$ cat config.mk
export PLATFORM = sky130hd
export DESIGN_NAME = iter_shifter
export DESIGN_NICKNAME = d
export VERILOG_FILES = /design/src/rtl/iter_shifter.sv
export SDC_FILE = /design/constraint.sdc
export NUM_CORES = 1
export LEC_CHECK = 0
export CELL_PAD_IN_SITES_DETAIL_PLACEMENT = 1
export CELL_PAD_IN_SITES_GLOBAL_PLACEMENT = 1
export CORE_MARGIN = 4
export CORE_UTILIZATION = 38
export CTS_CLUSTER_DIAMETER = 200
export DETAILED_ROUTE_END_ITERATION = 6
export PLACE_DENSITY_LB_ADDON = 0.1
export SYNTH_ARGS = -nofsm -noshare
export SYNTH_HDL_FRONTEND = slang
export SYNTH_SLANG_ARGS = --single-unit
$ cat constraint.sdc
create_clock -name clk -period 3.57 [get_ports clk]
set_input_delay 0.714 -clock clk [delete_from_list [all_inputs] [get_ports clk]]
set_output_delay 0.714 -clock clk [all_outputs]
set_load 0.01 [all_outputs]
$ cat src/rtl/iter_shifter.sv
// Multi-cycle MIPS shift unit (sll/srl/sra) shifting STEP bits per clock.
// Define ITER_SHIFTER_ROTR_EN to make op=2'b10 a rotate right; otherwise it decodes as srl.
`timescale 1ns/1ps
module iter_shifter #(
   parameter int WIDTH = 32,
   parameter int STEP  = 1,
   parameter int SHW   = 5
) (
   input  logic             clk,
   input  logic             rst_n,
   input  logic             in_valid,
   output logic             in_ready,
   input  logic [WIDTH-1:0] a,
   input  logic [SHW-1:0]   shamt,
   input  logic [1:0]       op,
   output logic             out_valid,
   input  logic             out_ready,
   output logic [WIDTH-1:0] y,
   output logic             busy
);

   // Handshakes: a transfer happens on a rising edge where valid && ready.
   // in_ready is high only in IDLE; out_valid only in DONE, so the two never coincide.
   typedef enum logic [1:0] {S_IDLE, S_RUN, S_DONE} state_t;

   localparam logic [SHW-1:0] STEP_W = SHW'(STEP);

   state_t           state_q, state_d;
   logic [WIDTH-1:0] sh_q, sh_d;
   logic [SHW-1:0]   rem_q, rem_d;
   logic [1:0]       op_q, op_d;

   logic [SHW-1:0]   k;
   logic [WIDTH-1:0] shl, shr, sar;
`ifdef ITER_SHIFTER_ROTR_EN
   logic [SHW-1:0]   rot_amt;
   logic [WIDTH-1:0] rot;
`endif

   // The final partial step shifts only the remaining amount, so nothing overshoots.
   always_comb begin
      k   = (rem_q < STEP_W) ? rem_q : STEP_W;
      shl = sh_q << k;
      shr = sh_q >> k;
      sar = $unsigned($signed(sh_q) >>> k);
`ifdef ITER_SHIFTER_ROTR_EN
      rot_amt = ~k + SHW'(1);
      rot     = shr | (sh_q << rot_amt);
`endif
   end

   always_ff @(posedge clk or negedge rst_n) begin
      if (!rst_n) begin
         state_q <= S_IDLE;
         sh_q    <= '0;
         rem_q   <= '0;
         op_q    <= '0;
      end else begin
         state_q <= state_d;
         sh_q    <= sh_d;
         rem_q   <= rem_d;
         op_q    <= op_d;
      end
   end

   always_comb begin
      state_d = state_q;
      sh_d    = sh_q;
      rem_d   = rem_q;
      op_d    = op_q;
      case (state_q)
         S_IDLE: begin
            if (in_valid) begin
               sh_d    = a;
               rem_d   = shamt;
               op_d    = op;
               state_d = (shamt == '0) ? S_DONE : S_RUN;
            end
         end
         S_RUN: begin
            case (op_q)
               2'b00:   sh_d = shl;
               2'b01:   sh_d = shr;
               2'b11:   sh_d = sar;
`ifdef ITER_SHIFTER_ROTR_EN
               default: sh_d = rot;
`else
               default: sh_d = shr;
`endif
            endcase
            rem_d = rem_q - k;
            if (rem_q == k) state_d = S_DONE;
         end
         S_DONE: begin
            if (out_ready) state_d = S_IDLE;
         end
         default: state_d = S_IDLE;
      endcase
   end

   // The shift register itself is the result, so y is stable for as long as DONE lasts.
   assign y         = sh_q;
   assign in_ready  = (state_q == S_IDLE);
   assign out_valid = (state_q == S_DONE);
   assign busy      = (state_q != S_IDLE);

endmodule
# == Word-level counts from Yosys, hierarchy flattened ==
# Cells that the tools add are included.
# classes
mux,11
shift,3
magnitude_cmp,1
add_sub_neg,1
n_reduce_logical,8
n_eq_ne,7
# op_table
cell,n
$pmux W32 S2,2
$mux W32,1
$shl A32 B5 Y32,1
$shr A32 B5 Y32,1
$sshr A32 B5 Y32,1
$mux W5,2
$pmux W5 S2,1
$mux W2,4
$pmux W2 S3,1
$eq A5 B5 Y1,1
$logic_not A5 Y1,1
$lt A5 B1 Y1 const B,1
$sub A5 B5 Y5,1
$eq A2 B2 Y1 const B,2
$logic_not A2 Y1,2
$ne A2 B2 Y1 const B,2
$reduce_and A2 Y1,2
$reduce_bool A2 Y1,2
$reduce_and A3 Y1,1
$eq A2 B1 Y1 const B,1
$ne A2 B1 Y1 const B,1
# word_totals
wordCells,35
input_bits,43
out_inout_bits,35
register_bits,41

# == Depth between registers and ports, before layout ==
# logic_depth
word_depth,5
ltp_mapped,9
ltp_nobuf,7

# == Worst setup path before layout ==
# Ideal clock, no wire load.
# synth_timing
path_type,reg2reg
start,register rem_q[2]
end,register state_q[1]
stages_incl_launch_ff,9
required_ns,3.469
t_arrival_ns,1.941
setup_slack_ns,1.528
setup_ns,0.101
synth_period_minus_slack_ns,2.042
n_path_buf,2
path_cell_list,dfrtp_1 > buf_6 > or4_4 > buf_6 > or2b_1 > ha_1 > nor4b_1 > o21ai_0 > o32ai_1
# synth_via
elab_chain_cells,5
# synth_lines
item,line_no,text
from (decl),30,"logic [SHW-1:0] rem_q, rem_d;"
from (signal assigned),61,rem_q <= rem_d;
$lt A5 B1 Y1,42,k = (rem_q < STEP_W) ? rem_q : STEP_W;
$mux W5,42,
$eq A5 B5 Y1 *,92,if (rem_q == k) state_d = S_DONE;
$ne A2 B2 Y1 (no source line) *,-,
$reduce_and A3 Y1 (no source line) *,-,
to (signal assigned),59,state_q <= state_d;
to (decl),28,"state_t state_q, state_d;"
# Every way passes the cells marked *; elsewhere a longest branch is shown, timed or not.
# A chain may end at the register's enable or synchronous reset.

# == Worst setup path after layout ==
# layout_timing
start,register state_q[0]
end,output port in_ready
# layout_via
elab_chain_cells,1
# layout_lines
item,line_no,text
$logic_not A2 Y1,103,assign in_ready = (state_q == S_IDLE);
to (decl),12,"output logic in_ready,"
# No other way between the ends.

==> results.py <==
metrics = {
    "route": {
        "drtIter0Drc": 266,
        "routed_wl_um": 8490,
        "vias": 2556,
        "drc": 0,
        "firstDrtPassIters": 7,
        "post_drt_wl_per_cell_um": 21.0,
        "viasPerCell": 6.33,
        "drtAntennaViolNets": 0,
    },
    "floorplanning": {
        "die_h_um": 89.4,
        "die-area_mm2": 0.00799,
        "rows": 29,
        "die_w_um": 89.4,
        "io_pins": 78,
        "core-area_mm2": 0.00639,
        "start_util": 0.394,
    },
    "critical_path": {
        "reg2reg_slack_ns": 1.05,
        "crit_cells": 4,
        "cp-end-kind": "output pin",
        "cp_top_family": "buffers and inverters",
        "cp_cell_sequence": "inv_2 -> nand2_1 -> inv_1 -> clkdlybuf4s50_1",
        "crit_path_top_delay_cell": "dfrtp_1",
        "reg2reg_to": "op_q[1]",
        "start_kind": "flip-flop",
        "critical_path_class": "reg2out",
        "path_buf_inv": 3,
        "critPathArrivalTime_ns": 2.23,
        "rr_worst_depth": 4,
        "critPathMaxFanout": 37,
        "cpPeakStageDelay_ns": 0.57,
        "reg2reg_from": "state_q[0]",
        "required_ns": 2.86,
    },
    "global_route": {
        "grt_usage": 0.219,
        "grt_max_degree": 42,
        "grt_pass1_vias": 2607,
        "grt_pass1_wl_um": 13700,
        "antenna_found_initial": 0,
        "overflow": 0,
    },
    "min_path": {
        "whs_path_depth": 1,
        "hold_class": "reg2reg",
        "hold_start": "op_q[0]",
        "hold_end": "op_q[0]",
    },
    "timing": {
        "fin_crit_ns": 2.94,
        "fmax_mhz": 340,
        "finalCritPeriodShare": 0.824,
        "clock_skew_ns": 0.0125,
        "hold_violations": 0,
        "setup-violations-final": 0,
        "worstMarginPinSlew_ns": 1.26,
        "hold_ws_ns": 0.550,
        "slew_headroom": 0.157,
        "fin_setup_tns_ns": 0,
        "drv_slew": 0,
        "rsz0062_at_grt": "false",
    },
    "finish": {
        "antenna_cells": 0,
        "layout-drive-gt1-share": 0.104,
        "layout-area-overhead-vs-synth_pct": 36.1,
        "num-fill-cells": 723,
        "post-route-util": 0.537,
        "final_nets": 372,
        "finalInstanceArea_mm2": 0.00343,
    },
    "placement": {
        "place_hpwl_um": 5600,
        "dpl_cell_area_mm2": 0.00329,
        "portBuffers": 77,
        "gp_congestion": 0.808,
    },
    "power_and_ir_drop": {
        "swShare": 0.443,
        "p_int_mw": 2.00,
        "p_per_area_mw_per_mm2": 1050,
        "combPwrFrac": 0.573,
        "total_power_mw": 3.59,
        "p_clk_frac": 0.131,
        "seq_power_share": 0.297,
        "switching_power_mw": 1.59,
        "ir_worst_vdd_v": 0.000401,
        "power_leakage_nw": 1.31,
    },
    "synth": {
        "yosys.area.top_type": "dfrtp_1",
        "synth_async_sr_flop_share": 1.00,
        "synth_cell_type_count": 47,
        "netlist_area_mm2": 0.00252,
        "ys_top_cells_by_count": "dfrtp_1, o22ai_1, a222oi_1, nand2b_1, a21oi_1",
        "synth.ff_latch_count": 41,
        "synthCells": 266,
        "yosysWarnings": 0,
        "synth_most_common_cell": "dfrtp_1",
        "synth-seq-area-share": 0.408,
        "synth_area_leaders": "dfrtp_1, a222oi_1, o22ai_1",
        "synth_top_area_share": 0.408,
        "synth_flop_cell": "dfrtp_1",
        "synth_edf_count": 0,
        "synth_nets": 312,
        "syn_area_per_cell_um2": 9.46,
    },
    "clocking": {
        "cts.repair.resized": 0,
        "cts.sinks": 41,
        "tritoncts": "built",
        "clockRootBuffer": "clkbuf_8",
        "clk_pin_slew_ns": 0.09,
        "htreeDepth": 2,
        "post_cts_buffers": 0,
        "clockBufferDepth": 2,
        "ctsHoldBuffers": 0,
        "numCtsBuffers": 5,
        "worstSkewPairLatency_ns": 0.30,
    },
    "run": {
        "maxCapViolCount": 0,
    },
    "run_status": {
        "status": "finished clean",
    },
}
-- state kept, by name, summed over array words and instances, names as in the netlist --
register,cells
op_q,2
rem_q,5
state_q,2
y,32
-- cell families (layout without fill, tap and decap cells) --
kind of cell | after synthesis | in the layout | synth area share
AOI/OAI and AO/OA | 119 | 119 | 0.344
and+or+nand+nor | 66 | 66 | 0.157
DFF | 41 | 41 | 0.408
buffers and inverters | 34 | 95 | 0.0641
adders and majority gates | 3 | 3 | 0.0149
muxes | 2 | 2 | 0.00895
xor gates and xnor gates | 1 | 1 | 0.00348
-- area by class of cell --
class	count	area, um2	area share
sequential	41	1030	0.299
multi-input combinational	191	1340	0.390
timing repair buffer	81	808	0.236
tap	77	96.3	0.0281
clock buffer	5	68.8	0.0201
clock inverter	3	68.8	0.0201
inverter	6	22.5	0.00657
-- worst max path at each step --
stage                          start          to  slack, ns
after global placement    state_q[0]    in_ready       1.01
after global routing      state_q[0]    in_ready       0.50
after detailed placement  state_q[0]    in_ready       0.96
after floorplan             rem_q[2]  state_q[1]       1.53
final                     state_q[0]    in_ready       0.63
after CTS                 state_q[0]    in_ready       0.62
-- per-layer routing --
metal	share of wire	vias up	global-route usage
li1	-	1180	-
met1	0.45	1277	0.314
met2	0.48	93	0.346
met3	0.059	6	0.0332
met4	0.0064	0	0.0555
met5	0	-	0
-- worst register-to-register path: stages (launching register included) --
cell	delay, ns
dfrtp_1	0.57
inv_2	0.56
nand3_1	0.55
buf_4	0.42
mux2_2	0.30
-- per-stage QoR --
step	setup slack (ns)	instances
6_report	0.628	404
5_1_grt	0.501	404
4_1_cts	0.624	404
3_5_place_dp	0.962	396
3_3_place_gp	1.01	396
2_1_floorplan	1.53	266
-- power groups by stage --
stage          logic (mW)  clock network, mW  registers [mW]
3_5_place_dp         2.05                  0            1.07
6_report             2.06              0.470            1.07
5_1_grt              2.27              0.505            1.11
2_1_floorplan        1.31                  0            1.01
4_1_cts              2.07              0.481            1.06
3_3_place_gp         2.01                  0            1.07
-- cells in the final DEF, fill, tap and decap left out, types with 4 or more instances in the layout --
master,n
nand2b_1,28
clkbuf_8,5
a21oi_2,11
inv_1,5
clkdlybuf4s50_1,76
o22ai_1,34
nor3_1,4
dfrtp_1,41
a222oi_1,28
o21ai_0,5
a21oi_1,25
nor2_1,11
Power figures use the tool's default switching activity.
